### config.mk
export PLATFORM = sky130hd
export DESIGN_NAME = coll_pair_sched
export DESIGN_NICKNAME = d
export VERILOG_FILES = /design/src/rtl/coll_pkg.sv /design/src/rtl/coll_pair_iter.sv /design/src/rtl/coll_pair_sched.sv
export SDC_FILE = /design/constraint.sdc
export NUM_CORES = 1
export LEC_CHECK = 0
export BUFFER_PORTS_ARGS = -buffer_cell sky130_fd_sc_hd__buf_2
export CORE_UTILIZATION = 45
export DETAILED_ROUTE_END_ITERATION = 12
export PLACE_DENSITY = 0.69
export SLEW_MARGIN = 25
export SYNTH_ARGS = -nofsm -noshare
export SYNTH_HDL_FRONTEND = slang
export SYNTH_SLANG_ARGS = --single-unit
### constraint.sdc
create_clock -name clock -period 2.24 [get_ports clock]
set_input_delay 0.448 -clock clock [delete_from_list [all_inputs] [get_ports clock]]
set_output_delay 0.448 -clock clock [all_outputs]
set_load 0.01 [all_outputs]
### src/rtl/coll_pkg.sv
// Shared types and helpers for the collision pair scheduler.
package coll_pkg;

   typedef enum logic [2:0] {
      IDLE = 3'd0,
      LOAD = 3'd1,
      WAIT = 3'd2,
      NEXT = 3'd3,
      DONE = 3'd4
   } coll_state_t;

   localparam int COLL_TIMEOUT = 32'sd64;

   function automatic int pair_cnt(input int n);
      return (n * (n - 32'sd1)) / 32'sd2;
   endfunction

   // Index width of a pair number; kept at least 1 so a 2-object table still has a real bus.
   function automatic int pair_w(input int n);
      return (pair_cnt(n) > 32'sd1) ? $clog2(pair_cnt(n)) : 32'sd1;
   endfunction

endpackage

### src/rtl/coll_pair_iter.sv
// Walks (i,j) over all unordered pairs i<j of n objects and numbers them with p.
module coll_pair_iter
   import coll_pkg::*;
#(
   parameter int N_OBJ = 8,
   parameter int PW    = pair_w(N_OBJ),
   localparam int IW   = $clog2(N_OBJ),
   localparam int NW   = IW + 1
) (
   input  logic          clock,
   input  logic          rst_n,
   input  logic [NW-1:0] i_n,
   input  logic          i_init,
   input  logic          i_adv,
   output logic [IW-1:0] o_i,
   output logic [IW-1:0] o_j,
   output logic [PW-1:0] o_p,
   output logic          o_last
);

   logic [IW-1:0] r_i;
   logic [IW-1:0] r_j;
   logic [PW-1:0] r_p;
   logic          w_row_end;

   assign w_row_end = ({1'b0, r_j} == (i_n - NW'(1)));

   // Pair counters: restart on init, step to the next pair on adv.
   always_ff @(posedge clock or negedge rst_n) begin
      if (!rst_n) begin
         r_i <= '0;
         r_j <= '0;
         r_p <= '0;
      end else if (i_init) begin
         r_i <= IW'(0);
         r_j <= IW'(1);
         r_p <= PW'(0);
      end else if (i_adv) begin
         if (w_row_end) begin
            r_i <= r_i + IW'(1);
            r_j <= r_i + IW'(2);
         end else begin
            r_i <= r_i;
            r_j <= r_j + IW'(1);
         end
         r_p <= r_p + PW'(1);
      end else begin
         r_i <= r_i;
         r_j <= r_j;
         r_p <= r_p;
      end
   end

   assign o_i    = r_i;
   assign o_j    = r_j;
   assign o_p    = r_p;
   assign o_last = w_row_end && ({1'b0, r_i} == (i_n - NW'(2)));

endmodule

### src/rtl/coll_pair_sched.sv
// Pair scheduler: feeds every object pair through one shared coll_det and gathers hits.
// Define COLL_SCHED_TIMEOUT_EN to add the WAIT watchdog and the err output.
module coll_pair_sched
   import coll_pkg::*;
#(
   parameter int N_OBJ = 8,
   parameter int W     = 16,
   localparam int AW   = $clog2(N_OBJ),
   localparam int NW   = AW + 1,
   localparam int NP   = pair_cnt(N_OBJ),
   localparam int PW   = pair_w(N_OBJ),
   localparam int CW   = PW + 1
) (
   input  logic          clock,
   input  logic          rst_n,
   input  logic          wr_en,
   input  logic [AW-1:0] wr_addr,
   input  logic [W-1:0]  wr_x,
   input  logic [W-1:0]  wr_y,
   input  logic [W-1:0]  wr_vx,
   input  logic [W-1:0]  wr_vy,
   input  logic [W-1:0]  r2,
   input  logic [NW-1:0] obj_cnt,
   input  logic          start,
   output logic          busy,
   output logic          done,
   output logic [NP-1:0] hit_vec,
   output logic [CW-1:0] hit_cnt,
   output logic [W-1:0]  det_x1,
   output logic [W-1:0]  det_y1,
   output logic [W-1:0]  det_vx1,
   output logic [W-1:0]  det_vy1,
   output logic [W-1:0]  det_x2,
   output logic [W-1:0]  det_y2,
   output logic [W-1:0]  det_vx2,
   output logic [W-1:0]  det_vy2,
   output logic [W-1:0]  det_r2,
   output logic          det_in_rdy,
   input  logic          det_out_rdy,
   input  logic          det_trial
`ifdef COLL_SCHED_TIMEOUT_EN
   ,
   output logic          err
`endif
);

   coll_state_t   r_state;
   coll_state_t   w_next;
   logic [W-1:0]  r_tx  [N_OBJ];
   logic [W-1:0]  r_ty  [N_OBJ];
   logic [W-1:0]  r_tvx [N_OBJ];
   logic [W-1:0]  r_tvy [N_OBJ];
   logic [NW-1:0] r_n;
   logic [NW-1:0] w_n_clamp;
   logic [AW-1:0] w_i;
   logic [AW-1:0] w_j;
   logic [PW-1:0] w_p;
   logic          w_last;
   logic          w_init;
   logic          w_adv;
   logic          w_accept;
   logic          w_hit_upd;
   logic          w_rise;
   logic          w_tmo;
   logic          w_scan;
   logic          r_out_rdy_q;
   logic          r_busy;
   logic          r_done;
   logic          r_in_rdy;
   logic [NP-1:0] r_hit_vec;
   logic [CW-1:0] r_hit_cnt;
   logic [W-1:0]  r_x1, r_y1, r_vx1, r_vy1;
   logic [W-1:0]  r_x2, r_y2, r_vx2, r_vy2;

   assign w_n_clamp = (obj_cnt > NW'(N_OBJ)) ? NW'(N_OBJ) : obj_cnt;
   assign w_rise    = det_out_rdy && !r_out_rdy_q;
   assign w_scan    = (r_state == LOAD) || (r_state == WAIT) || (r_state == NEXT);

   coll_pair_iter #(
      .N_OBJ (N_OBJ),
      .PW    (PW)
   ) u_iter (
      .clock  (clock),
      .rst_n  (rst_n),
      .i_n    (r_n),
      .i_init (w_init),
      .i_adv  (w_adv),
      .o_i    (w_i),
      .o_j    (w_j),
      .o_p    (w_p),
      .o_last (w_last)
   );

`ifdef COLL_SCHED_TIMEOUT_EN
   localparam int WDW = $clog2(COLL_TIMEOUT) + 1;
   logic [WDW-1:0] r_wdog;
   logic           r_err;

   // Watchdog: cycles spent in WAIT for the current pair.
   always_ff @(posedge clock or negedge rst_n) begin
      if (!rst_n) begin
         r_wdog <= '0;
         r_err  <= 1'b0;
      end else begin
         if (r_state == WAIT) begin
            r_wdog <= r_wdog + WDW'(1);
         end else begin
            r_wdog <= '0;
         end
         if (w_accept) begin
            r_err <= 1'b0;
         end else if (w_tmo) begin
            r_err <= 1'b1;
         end else begin
            r_err <= r_err;
         end
      end
   end

   assign w_tmo = (r_state == WAIT) && !w_rise && (r_wdog == WDW'(COLL_TIMEOUT - 1));
   assign err   = r_err;
`else
   assign w_tmo = 1'b0;
`endif

   // Next-state decode and iterator control.
   always_comb begin
      w_next    = r_state;
      w_init    = 1'b0;
      w_adv     = 1'b0;
      w_accept  = 1'b0;
      w_hit_upd = 1'b0;
      case (r_state)
         IDLE: begin
            if (start) begin
               w_accept = 1'b1;
               if (w_n_clamp < NW'(2)) begin
                  w_next = DONE;
               end else begin
                  w_next = LOAD;
                  w_init = 1'b1;
               end
            end else begin
               w_next = IDLE;
            end
         end
         LOAD: w_next = WAIT;
         WAIT: begin
            if (w_rise) begin
               w_hit_upd = 1'b1;
               w_next    = NEXT;
            end else if (w_tmo) begin
               w_next = DONE;
            end else begin
               w_next = WAIT;
            end
         end
         NEXT: begin
            if (w_last) begin
               w_next = DONE;
            end else begin
               w_next = LOAD;
               w_adv  = 1'b1;
            end
         end
         DONE:    w_next = IDLE;
         default: w_next = IDLE;
      endcase
   end

   // Object table; writes are locked out while a scan is walking it.
   always_ff @(posedge clock or negedge rst_n) begin
      if (!rst_n) begin
         for (int k = 0; k < N_OBJ; k++) begin
            r_tx[k]  <= '0;
            r_ty[k]  <= '0;
            r_tvx[k] <= '0;
            r_tvy[k] <= '0;
         end
      end else if (wr_en && !w_scan) begin
         r_tx[wr_addr]  <= wr_x;
         r_ty[wr_addr]  <= wr_y;
         r_tvx[wr_addr] <= wr_vx;
         r_tvy[wr_addr] <= wr_vy;
      end
   end

   // FSM state, registered status outputs, results and detector operands.
   always_ff @(posedge clock or negedge rst_n) begin
      if (!rst_n) begin
         r_state     <= IDLE;
         r_n         <= '0;
         r_out_rdy_q <= 1'b0;
         r_busy      <= 1'b0;
         r_done      <= 1'b0;
         r_in_rdy    <= 1'b0;
         r_hit_vec   <= '0;
         r_hit_cnt   <= '0;
         r_x1 <= '0; r_y1 <= '0; r_vx1 <= '0; r_vy1 <= '0;
         r_x2 <= '0; r_y2 <= '0; r_vx2 <= '0; r_vy2 <= '0;
      end else begin
         r_state     <= w_next;
         r_out_rdy_q <= det_out_rdy;
         r_busy      <= (w_next == LOAD) || (w_next == WAIT) || (w_next == NEXT);
         r_done      <= (w_next == DONE);
         r_in_rdy    <= (w_next == WAIT);
         if (w_accept) begin
            r_n       <= w_n_clamp;
            r_hit_vec <= '0;
            r_hit_cnt <= '0;
         end else if (w_hit_upd) begin
            r_hit_vec[w_p] <= det_trial;
            r_hit_cnt      <= r_hit_cnt + CW'(det_trial);
         end
         if (r_state == LOAD) begin
            r_x1 <= r_tx[w_i]; r_y1 <= r_ty[w_i]; r_vx1 <= r_tvx[w_i]; r_vy1 <= r_tvy[w_i];
            r_x2 <= r_tx[w_j]; r_y2 <= r_ty[w_j]; r_vx2 <= r_tvx[w_j]; r_vy2 <= r_tvy[w_j];
         end
      end
   end

   assign busy       = r_busy;
   assign done       = r_done;
   assign det_in_rdy = r_in_rdy;
   assign hit_vec    = r_hit_vec;
   assign hit_cnt    = r_hit_cnt;
   assign det_x1     = r_x1;
   assign det_y1     = r_y1;
   assign det_vx1    = r_vx1;
   assign det_vy1    = r_vy1;
   assign det_x2     = r_x2;
   assign det_y2     = r_y2;
   assign det_vx2    = r_vx2;
   assign det_vy2    = r_vy2;
   assign det_r2     = r2;

endmodule

==> impl_metrics.yaml <==
setup_path:
  path_class: "reg2reg"
  reg2reg_depth: 8
  critPathRequiredTime_ps: 2720
  crit_buf_inv: 2
  cp-startpoint: "r_n[1]$_DFFE_PN0P_"
  reg2reg_from: "r_n[1]$_DFFE_PN0P_"
  cp_top_family: "simple AND/OR/NAND/NOR gates"
  worstSetupPathDepth: 8
  path_max_fanout: 5
  critical_path_arrival_ps: 2670
  crit_path_start_kind: "flip-flop"
  cp_slowest_cell: "or4_1"
  crit_path_cell_trace: "inv_2 > ha_1 > xor2_1 > nand4_2 > buf_4 > nor4_4 > nor2_2 > or4_1"
  max_stage_delay_ps: 500
  worst_setup_path_end_kind: "flip-flop"
  crit-reg2reg-capture: "busy$_DFF_PN0_"
  reg2reg_slack_ps: 50
synthesis:
  synth_edf_count: 0
  synthArstFlopShare: 1.000
  synth_most_common_cell: "dfrtp_1"
  syn_area_um2: 34090
  synth_fp_nets: 2656
  synth.distinct_cells: 46
  synthTopCellsByCount: "696 x dfrtp_1, 512 x mux2_2, 352 x mux2i_1"
  synth_warnings: 0
  synth_top_area_share: 0.5110
  ys_seq_area_frac: 0.5110
  avgSynthCellArea_um2: 13.36
  synth.area.top_cells: "dfrtp_1 51%, mux2_2 17%, mux2i_1 10%"
  syn_inst: 2552
  synth_top_area_cell: "dfrtp_1"
  dominantRegCellSynth: "dfrtp_1"
  ys_ff_latch: 696
power_and_ir_drop:
  p_per_area_nw_per_um2: 1438
  worst_ir_drop_vdd_uv: 739.0
  p_leak_nw: 17.76
  finalPower_w: 0.05715
job:
  max_cap_viol_count: 0
global_route:
  grt_antenna_before_repair: 21
  grt-ovfl-total: 0
  grt_pass1_vias: 23834
  grt_start_max_net_pins: 86
  grt_usage: 0.2406
  grt_pass1_wl_mm: 143.5
cts:
  clkLatencyLatePin_ps: 610
  cts-htree-levels: 3
  cts_buffer_depth: 3
  clockRootBuffer: "clkbuf_16"
  cts_tree: "yes"
  cts_buffers: 76
  clk_pin_slew_ps: 60
  clock-sinks: 696
route:
  viasPerCell: 5.993
  wl_met2_mm: 43.99
  routed_wl_mm: 92.31
  dr.pass1.iters: 5
  num_vias: 22730
  drt-met1-wl_mm: 39.81
  top_layer: "met5"
  ant_nets: 0
  wl_met3_mm: 5.653
  drc_errors: 0
  drt-initial-drc-count: 1814
  routedWlPerCell_um: 24.34
run_status:
  outcome: "complete, no violations"
timing:
  worstMarginPinSlew_ps: 720.7
  max_freq_ghz: 0.4566
  period_share: 0.9778
  finClkSkew_ps: 12.69
  grt_setup_unrepaired: "true"
  relSlewSlack: 0.5195
  slew_viol_final: 0
  setup_viol: 0
  hold_viol: 0
  layout_min_cycle_time_ps: 2190
  fin_tns_setup_ps: 0
floorplan:
  io_pins: 274
  initial_core_util: 0.4563
  die_w_um: 277.2
  core_area_um2: 74700
  row_count: 100
  fp.dieH_um: 277.2
  dieArea_um2: 76850
finish:
  fillers: 6134
  syn_to_final_growth_pct: 16.62
  drive_gt1_frac: 0.4012
  nets: 2865
  finalNonFillerCells: 3793
placed_design:
  dp_cells: 3648
  dp_hpwl_mm: 55.69
  portBuffers: 241
  place_congestion: 0.8280
min_path:
  holdPathEnd: "r_n[3]$_DFFE_PN0P_"
  hold_path.class: "in2reg"
  hold_path_depth: 3
  hp-start: "obj_cnt[3]"
## cell families (layout without fill, tap and decap cells)
group                      count (synthesis)  in the layout  share of synthesized area
other                                      0              5                          0
and+or+nand+nor                          399            399                    0.05253
DFF                                      696            696                     0.5110
xor gates and xnor gates                  12             12                   0.003855
buffers and inverters                    219            486                    0.02841
muxes                                    992            992                     0.3571
adders and majority gates                 11             11                   0.004038
AOI/OAI and AO/OA                        223            223                    0.04310
## how the worst max path moves through the flow
stage / endpoint / slack, ps
2_1_floorplan: u_iter.o_j[2]$_DFFE_PN0P_ / 30
3_3_place_gp: u_iter.o_i[2]$_DFFE_PN0P_ / 50
3_5_place_dp: u_iter.o_j[0]$_DFFE_PN0P_ / -30
4_1_cts: u_iter.o_j[0]$_DFFE_PN0P_ / 3
5_1_grt: u_iter.o_p[4]$_DFFE_PN0P_ / -30
6_report: busy$_DFF_PN0_ / 50
## cells in the final DEF (no fill, tap or decap), drive strengths merged, types with 2 or more instances in the layout
master       Yosys  layout
mux2           512     512
xnor2            5       5
xor2             7       7
or3              4       4
nor4b            2       2
buf            116     339
o211a            2       2
ha              11      11
nand2b           3       3
o21ai           79      79
dfrtp          696     696
nor2b            5       5
diode            0       5
nor2            43      43
mux4           128     128
and2             3       3
nand3           97      97
a21oi            7       7
clkinv           0      16
nor3             4       4
clkbuf          94     109
or4              3       3
nand2          210     210
and3             3       3
a22oi          128     128
and3b            2       2
nor3b            3       3
nor4             4       4
nand3b           8       8
nand4            4       4
mux2i          352     352
dlygate4sd3      0       2
bufinv           0      10
inv              9       9
## metal layers
metal  vias up  global-route usage
met1     11945              0.3243
met4        28             0.08405
met2       698              0.3860
met5         -                   0
li1       9860                   -
met3       199             0.05020
## what timing repair did
action	CTS	global route
setup endpoints to repair	2	17
setup buffers	0	2
pin swaps	0	1
hold buffers	2	0
resized for setup	2	9
endpoints found under the hold margin	26	0
## metrics by stage
step / hold WS [ps] / util / setup slack (ps) / area, um^2
detailed placement: 366.2 / 0.4955 / -30.32 / 37020
global route: 126.3 / 0.5321 / -30.67 / 39750
CTS: 95.32 / 0.5314 / 2.507 / 39690
global placement: 359.7 / 0.4955 / 48.34 / 37020
floorplan: 152.4 / - / 30.08 / 34090
finish: 125.4 / 0.5321 / 49.83 / 39750
## state kept, by name, summed over array words and instances, names as in the netlist
signal,flops
r_tvx,128
r_tvy,128
r_tx,128
r_ty,128
hit_vec,28
det_vx1,16
det_vx2,16
det_vy1,16
det_vy2,16
det_x1,16
det_x2,16
det_y1,16
det_y2,16
hit_cnt,6
u_iter.o_p,5
r_n,4
r_state,3
u_iter.o_i,3
u_iter.o_j,3
busy,1
det_in_rdy,1
done,1
r_out_rdy_q,1
## worst min-delay path: cells and delay by family
| kind | cells | cell delay (ps) |
|---|---|---|
| compound gates | 1 | 60 |
| simple gates | 1 | 60 |
| buf+inv | 1 | 120 |
## layout make-up
cell class                 count  area (um^2)  share of cell area
sequential                   696        17430              0.4385
multi-input combinational   1637        15820              0.3981
timing repair buffer         341         2585             0.06503
clock buffer                 109         2262             0.05691
tap                          969         1212             0.03050
clock inverter                27        387.9            0.009758
inverter                       9        33.78           0.0008499
antenna                        5        12.51           0.0003148
## power breakdown
part           switching [W]  leakage (nW)  internal, W
Combinational         0.0102          7.69       0.0116
Clock                0.00510          1.31      0.00816
Sequential           0.00402          8.75       0.0181
Total                 0.0193          17.8       0.0378
Power figures use the tool's default switching activity.
